<file path="src/rtl/serial_add_pkg.sv">
// Shared types and constants for the nibble-serial adder.
// Holds the controller state encoding and the nibble geometry.
package serial_add_pkg;

  typedef enum logic [1:0] {
    IDLE = 2'd0,
    RUN  = 2'd1,
    DONE = 2'd2
  } state_t;

  localparam int NIBBLE_W    = 4;
  localparam int NIBBLE_LOG2 = 2;

endpackage

</file>
<file path="src/rtl/four_bit_adder_s.sv">
// Combinational 4-bit ripple-carry adder: sum/cout settle in the same cycle.
// No state, no flow control.
module four_bit_adder_s
  import serial_add_pkg::*;
(
  input  logic [NIBBLE_W-1:0] a,
  input  logic [NIBBLE_W-1:0] b,
  input  logic                cin,
  output logic [NIBBLE_W-1:0] sum,
  output logic                cout
);

  logic [NIBBLE_W:0] c;

  assign c[0] = cin;

  for (genvar i = 0; i < NIBBLE_W; i++) begin : g_fa
    assign sum[i]  = a[i] ^ b[i] ^ c[i];
    assign c[i+1]  = (a[i] & b[i]) | (c[i] & (a[i] ^ b[i]));
  end

  assign cout = c[NIBBLE_W];

endmodule

</file>
<file path="src/rtl/serial_add_ctrl.sv">
// Nibble-serial adder, WIDTH/4 cycles accept-to-result; single op in flight, result held until out_ready.
// Optional signed overflow output when SERIAL_ADD_OVF_EN is defined.
module serial_add_ctrl
  import serial_add_pkg::*;
#(
  parameter int WIDTH = 16
) (
  input  logic             clk,
  input  logic             rst_n,
  input  logic             in_valid,
  output logic             in_ready,
  input  logic [WIDTH-1:0] a,
  input  logic [WIDTH-1:0] b,
  input  logic             input_carry,
  output logic             out_valid,
  input  logic             out_ready,
  output logic [WIDTH-1:0] sum,
  output logic             output_carry,
  output logic             busy
`ifdef SERIAL_ADD_OVF_EN
  ,
  output logic             overflow
`endif
);

  localparam int NIBBLES = WIDTH / NIBBLE_W;
  localparam int IDX_W   = (NIBBLES > 1) ? $clog2(NIBBLES) : 1;
  localparam logic [IDX_W-1:0] LAST_IDX = IDX_W'(NIBBLES - 1);

  state_t state;
  state_t state_nxt;

  logic accept;
  logic step;
  logic last;

  logic [IDX_W-1:0]         idx;
  logic [IDX_W+NIBBLE_LOG2-1:0] bit_ofs;
  logic [WIDTH-1:0]         a_q;
  logic [WIDTH-1:0]         b_q;
  logic [WIDTH-1:0]         sum_q;
  logic                     carry_q;
  logic                     cout_q;

  logic [NIBBLE_W-1:0]      nib_a;
  logic [NIBBLE_W-1:0]      nib_b;
  logic [NIBBLE_W-1:0]      nib_sum;
  logic                     nib_cout;

  // ---------------------------------------------------------------
  // Control FSM
  // ---------------------------------------------------------------
  always_ff @(posedge clk or negedge rst_n) begin
    if (!rst_n) begin
      state <= IDLE;
    end else begin
      state <= state_nxt;
    end
  end

  assign last = (idx == LAST_IDX);

  always_comb begin
    state_nxt = state;
    in_ready  = 1'b0;
    out_valid = 1'b0;
    busy      = 1'b1;
    accept    = 1'b0;
    step      = 1'b0;
    case (state)
      IDLE: begin
        in_ready = 1'b1;
        busy     = 1'b0;
        if (in_valid) begin
          accept    = 1'b1;
          state_nxt = RUN;
        end
      end
      RUN: begin
        step = 1'b1;
        if (last) begin
          state_nxt = DONE;
        end
      end
      DONE: begin
        out_valid = 1'b1;
        // Returning to IDLE first keeps a result handshake and a new accept in separate cycles.
        if (out_ready) begin
          state_nxt = IDLE;
        end
      end
      default: begin
        state_nxt = IDLE;
      end
    endcase
  end

  // ---------------------------------------------------------------
  // Nibble datapath
  // ---------------------------------------------------------------
  assign bit_ofs = {idx, {NIBBLE_LOG2{1'b0}}};
  assign nib_a   = a_q[bit_ofs +: NIBBLE_W];
  assign nib_b   = b_q[bit_ofs +: NIBBLE_W];

  four_bit_adder_s u_adder (
    .a    (nib_a),
    .b    (nib_b),
    .cin  (carry_q),
    .sum  (nib_sum),
    .cout (nib_cout)
  );

  always_ff @(posedge clk or negedge rst_n) begin
    if (!rst_n) begin
      idx     <= '0;
      a_q     <= '0;
      b_q     <= '0;
      carry_q <= 1'b0;
      sum_q   <= '0;
      cout_q  <= 1'b0;
    end else if (accept) begin
      idx     <= '0;
      a_q     <= a;
      b_q     <= b;
      carry_q <= input_carry;
    end else if (step) begin
      sum_q[bit_ofs +: NIBBLE_W] <= nib_sum;
      carry_q                    <= nib_cout;
      // idx parks on the last nibble rather than wrapping.
      if (last) begin
        cout_q <= nib_cout;
      end else begin
        idx <= idx + 1'b1;
      end
    end
  end

  assign sum          = sum_q;
  assign output_carry = cout_q;

`ifdef SERIAL_ADD_OVF_EN
  logic ovf_q;

  // The MSB of the result is bit 3 of the final nibble, so overflow is known on DONE entry.
  always_ff @(posedge clk or negedge rst_n) begin
    if (!rst_n) begin
      ovf_q <= 1'b0;
    end else if (step && last) begin
      ovf_q <= (a_q[WIDTH-1] == b_q[WIDTH-1]) && (nib_sum[NIBBLE_W-1] != a_q[WIDTH-1]);
    end
  end

  assign overflow = ovf_q;
`endif

endmodule

</file>
<file path="config.mk">
export PLATFORM = sky130hd
export DESIGN_NAME = serial_add_ctrl
export DESIGN_NICKNAME = d
export VERILOG_FILES = /design/src/rtl/serial_add_pkg.sv /design/src/rtl/four_bit_adder_s.sv /design/src/rtl/serial_add_ctrl.sv
export SDC_FILE = /design/constraint.sdc
export NUM_CORES = 1
export LEC_CHECK = 0
export CORE_AREA = 3 3 92 94
export CTS_BUF_LIST = sky130_fd_sc_hd__clkbuf_16
export CTS_CLUSTER_SIZE = 20
export DETAILED_ROUTE_END_ITERATION = 10
export DIE_AREA = 0 0 95 97
export GPL_TIMING_DRIVEN = 0
export PLACE_DENSITY_LB_ADDON = 0.05
export SYNTH_ARGS = -nofsm -noshare
export SYNTH_HDL_FRONTEND = slang
export SYNTH_SLANG_ARGS = --single-unit
</file>
<file path="constraint.sdc">
create_clock -name clk -period 8.9 [get_ports clk]
set_clock_uncertainty 0.1 [all_clocks]
set_input_delay 2.225 -clock clk [delete_from_list [all_inputs] [get_ports clk]]
set_output_delay 2.225 -clock clk [all_outputs]
set_load 0.01 [all_outputs]
</file>
Word level (Yosys, flattened, before mapping)
Cells that the tools add are included.
{ "totals": {"regBits": 54, "inputBits": 37, "out_inout_bits": 20} }
{ "op_classes": {"add_sub_neg": 2, "n_eq_ne": 7, "shift": 4, "n_mux": 16, "n_bitwise": 21, "reduce_logical": 6} }
{ "op_table": {"columns": ["cell", "count"], "rows": [
  ["variable part select 16 x 5 -> 4 bit", 2],
  ["bitwise mux 16 bit", 1],
  ["variable shift 4 x 6 -> 16 bit, first input constant", 1],
  ["variable part select 4 x 6 -> 16 bit", 1],
  ["2-to-1 mux 2 bit", 6],
  ["AND 1 bit", 8],
  ["2-to-1 mux 1 bit", 8],
  ["!= test 2 bit, second input constant", 4],
  ["XOR 1 bit", 8],
  ["negation 4 -> 6 bit", 1],
  ["one-hot mux 2 bit (3 select lines)", 1],
  ["AND reduction 3 bit", 2],
  ["equality test 2 bit, second input constant", 2],
  ["OR 1 bit", 4],
  ["AND reduction 2 bit", 2],
  ["adder 2 x 1 -> 2 bit, second input constant", 1],
  ["equality test 2 x 1 -> 1 bit, second input constant", 1],
  ["logical NOT 2 bit", 1],
  ["nonzero test 2 bit", 1],
  ["inverter 1 bit", 1]
]} }

Logic depth before layout (Yosys ltp)
{ "logic_depth": {"word_depth": 12, "depth_mapped": 8, "ltp_nobuf": 7} }

Hierarchy
Synthesis repeated with hierarchy kept, for this count alone.
{ "hier_totals": {"cells_unflattened": 184, "hier_area_um2": 2655.0} }
{ "by_module_without_submodules": {"columns": ["module", "instances", "cells_each", "area_each_um2"], "rows": [
  ["serial_add_ctrl", 1, 170, 2537.4],
  ["four_bit_adder_s", 1, 14, 117.6]
]} }

Worst setup path after synthesis
Ideal clock, no wire load.
{ "synth_path": {"kind": "register -> register", "startpoint": "reg idx[0]", "endpoint": "reg sum_q[7], in the netlist sum[7]", "setup_time_ps": 84, "arrival_time_ps": 3150, "t_required_ps": 8716, "slack_ps": 5566, "stages_incl_launch_ff": 9, "n_path_buf": 1, "period_less_slack_ps": 3334, "path_cell_list": "dfrtp_1 buf_4 mux4_2 fa_1 fa_1 fa_1 fa_1 nand3_1 o21ai_0"} }
{ "synth_between": {"elab_chain_cells": 11, "elab_cells_between_ends": 23, "cone_classes": "1 x add/sub; 4 x shift; 1 x mux; 17 x bitwise"} }
{ "synth_lines": {"columns": ["element", "line", "text"], "rows": [
  ["start, declared", "serial_add_ctrl.sv:37", "logic [IDX_W-1:0] idx;"],
  ["start signal, assigned", "serial_add_ctrl.sv:133", "idx <= idx + 1'b1;"],
  ["variable part select 16 x 5 -> 4 bit, on equally long branches", "serial_add_ctrl.sv:102, serial_add_ctrl.sv:103", null],
  ["XOR 1 bit", "four_bit_adder_s.sv:18, four_bit_adder_s.sv:19", null],
  ["AND 1 bit", "four_bit_adder_s.sv:19", "assign c[i+1] = (a[i] & b[i]) | (c[i] & (a[i] ^ b[i]));"],
  ["OR 1 bit", "four_bit_adder_s.sv:19", null],
  ["AND 1 bit", "four_bit_adder_s.sv:19", null],
  ["OR 1 bit", "four_bit_adder_s.sv:19", null],
  ["AND 1 bit", "four_bit_adder_s.sv:19", null],
  ["OR 1 bit", "four_bit_adder_s.sv:19", null],
  ["XOR 1 bit", "four_bit_adder_s.sv:18", "assign sum[i] = a[i] ^ b[i] ^ c[i];"],
  ["variable part select 4 x 6 -> 16 bit", "serial_add_ctrl.sv:127", "sum_q[bit_ofs +: NIBBLE_W] <= nib_sum;"],
  ["bitwise mux 16 bit *", "serial_add_ctrl.sv:127", null],
  ["end signal, assigned by index", "serial_add_ctrl.sv:127", null],
  ["end, declared", "serial_add_ctrl.sv:41", "logic [WIDTH-1:0] sum_q;"]
]} }
Every way passes the cells marked *; elsewhere a longest branch is shown, timed or not.
A chain may end at the register's enable or synchronous reset.

Final worst setup path
{ "layout_path": {"startpoint": "reg state[0]", "endpoint": "out out_valid"} }
{ "layout_between": {"elab_chain_cells": 2} }
{ "layout_lines": {"columns": ["element", "line", "text"], "rows": [
  ["start, declared", "serial_add_ctrl.sv:30", "state_t state;"],
  ["start signal, assigned", "serial_add_ctrl.sv:57", "state <= state_nxt;"],
  ["equality test 2 bit", "serial_add_ctrl.sv:70", "case (state)"],
  ["2-to-1 mux 1 bit", "serial_add_ctrl.sv:70", null],
  ["end, declared", "serial_add_ctrl.sv:15", "output logic out_valid,"]
]} }
No other way between the ends.

==> results.cfg <==
[run_status]
status = complete, no violations

[timing]
slew_viol_final = 0
setup_ws_ns = 4.88
clock.fmax_ghz = 0.249
tightest_slew_ns = 0.547
finalHoldViolCount = 0
fin_crit_sh_pct = 45.2
fin_setup_tns_ns = 0
whs_ns = 0.384
setup_viol = 0
rsz0062_at_grt = no
fin_crit_ns = 4.02
slew_headroom_pct = 63.6

[clocking]
cts_setup_buffers = 0
cts_tree = built
clockRootBuffer = clkbuf_16
ctsHoldBuffers = 0
htreeDepth = 2
cts_buffers = 5
cts_buffer_depth = 2
clkSinkCount = 54
cts_resized = 0
clk_pin_slew_ns = 0.07
insertion_delay_ns = 0.29

[detailed_routing]
via_per_inst = 4.63
vias = 1588
drt-pass1-iter-count = 4
antenna_left = 0
wl_per_cell_um = 16.2
route.detailed.drc = 0
totalWireLength_um = 5560
first_iter_violations = 26

[yosys]
ys_ff_latch = 54
avgSynthCellArea_um2 = 15.3
seq_area_frac_synth_pct = 50.0
yosysUniqueCellTypes = 30
synth_nets = 223
netlist_instances = 176
ys_warn_count = 0
synth_area_um2 = 2700

[floorplan]
initial_core_util_pct = 34.9
std_cell_rows = 32
die_area_um2 = 9220
core_um2 = 7730
pin_count = 57
die_w_um = 95
fp.dieH_um = 97

[final_layout]
nNetsFinal = 287
fill_cells = 713
num_antenna_cells = 0
area_growth_pct = 32.2
layout-drive-gt1-share_pct = 24.1

[grt]
antenna_found_initial = 0
use_met2_pct = 21.0
gr-total-overflow = 0
grt_max_degree = 37
met1_usage_pct = 17.7
grt_pass1_vias = 1714
grt_pass1_wl_um = 9160
grt_usage_pct = 12.9
grt_util_met3_pct = 2.64
grt_busiest_layer = met2

[worst_setup_path]
crit_fanout = 10
critPathLaunchType = register
arrival_ns = 1.69
crit_chain = buf_4 -> nand2b_1 -> inv_1 -> clkdlybuf4s50_1
crit_type = register to primary output
critical_path_buf_inv_count = 3
slowest_delay_ns = 0.53
cp.required_ns = 6.58
cpLargestDelayFamily = buffers and inverters
critPathCaptureType = primary output
cp_slowest_cell = clkdlybuf4s50_1

[place]
hpwl_um = 4130
pre_cts_slack_ns = 5.14
routabilityCongestion = 0.728
io_buffers = 56

[pwr]
power_uw = 1370
power.density_nw_per_um2 = 385
peakVddDrop_v = 0.000181
power_leakage_uw = 0.00156

[job]
cap_violations = 0

[min_path]
hold_class = register to register
-- path summary, 6_finish.rpt --
| path | startpoint | end | slack (ns) | depth (start not counted) |
|---|---|---|---|---|
| min reg2reg | sum[15] | sum[15] | 0.38 | 2 |
| max in group asynchronous | rst_n | b_q[12] | 6.37 | 2 |
| max | state[0] | out_valid | 4.88 | 4 |
| min | sum[15] | sum[15] | 0.38 | 2 |
| min in group asynchronous | rst_n | output_carry | 1.78 | 1 |
| max reg2reg | idx[0] | sum[7] | 5.18 | 8 |
-- report_power, final --
part	switching (uW)	internal, uW	total, uW	leakage (uW)
Sequential	70.8	355	426	0.000671
Combinational	332	395	727	0.000810
Clock	88.1	132	220	0.0000812
Total	491	882	1370	0.00156
-- registers in the layout, summed over array words and instances (netlist names) --
signal	count
a_q	16
b_q	16
sum	16
idx	2
state	2
carry_q	1
output_carry	1
-- layout by cell type (no fill, tap or decap), drive strengths merged, types with 2 or more instances in the layout --
master         synthesis  routed
nand3b                 4       4
nor4b                  2       2
nand3                  4       4
mux2                  34      34
nand2                 14      14
a22o                  11      11
mux4                   8       8
fa                     4       4
inv                    4       5
buf                    7       9
dfrtp                 54      54
o21ai                  9       9
ha                     6       6
nor2                   3       3
a21oi                  2       2
clkdlybuf4s50          0      55
clkbuf                 2       7
-- cell usage after synthesis --
master	count	area, um2
dfrtp_1	54	1350
mux2_4	30	450
nand2_1	14	52.6
a22o_1	11	96.3
o21ai_0	9	45.0
ha_1	6	75.1
mux4_1	6	158
buf_6	4	45.0
fa_1	4	80.1
inv_1	4	15.0
mux2_2	4	45.0
nand3_1	4	20.0
a21oi_1	2	10.0
buf_4	2	15.0
clkbuf_1	2	7.51
mux4_2	2	45.0
nand3b_1	2	15.0
nand3b_4	2	40.0
nor2_1	2	7.51
nor4b_4	2	47.6
a22oi_1	1	7.51
and2_1	1	6.26
and2b_1	1	7.51
buf_1	1	3.75
nand2b_1	1	6.26
nor2_2	1	6.26
nor2b_1	1	6.26
nor3b_4	1	18.8
nor4bb_1	1	10.0
or2_2	1	6.26
-- area by class of cell --
type / instances / area, um2 / share of cell area [%]
sequential: 54 / 1350 / 37.9
multi-input combinational: 109 / 1260 / 35.4
timing repair buffer: 57 / 576 / 16.1
tap: 102 / 128 / 3.58
clock buffer: 5 / 125 / 3.51
buffer: 9 / 71.3 / 2.00
clock inverter: 3 / 41.3 / 1.16
inverter: 4 / 15.0 / 0.421
-- through the flow --
step                      instance area, um2  instances  util [%]
final                                   3570        343      46.2
after global routing                    3570        343      46.2
after CTS                               3570        343      46.2
after detailed placement                3400        335      44.0
after global placement                  3390        334      43.8
after floorplan                         2700        176         -
-- layer usage --
metal  up-vias  part of all wire, %
met2        38                   50
met5         -                    0
li1        770                    -
met3         2                  3.3
met1       778                   46
met4         0                 0.14
-- worst min-delay path, cell delays in order, from the launching register on --
cell and delay, ns:
dfrtp_1 0.35, nand2_1 0.05, o21ai_0 0.06
-- kinds of logic (layout without fill, tap and decap cells) --
group	Yosys count	count (layout)	share of synthesized area, %
flip-flops	54	54	50.0
multiplexers	42	42	25.9
AND/OR/NAND/NOR	34	34	9.27
AO/OA/AOI/OAI	23	23	5.88
buffers and inverters	13	78	3.20
adder cells (fa/ha/maj)	10	10	5.75
(Power assumes the default switching activity.)
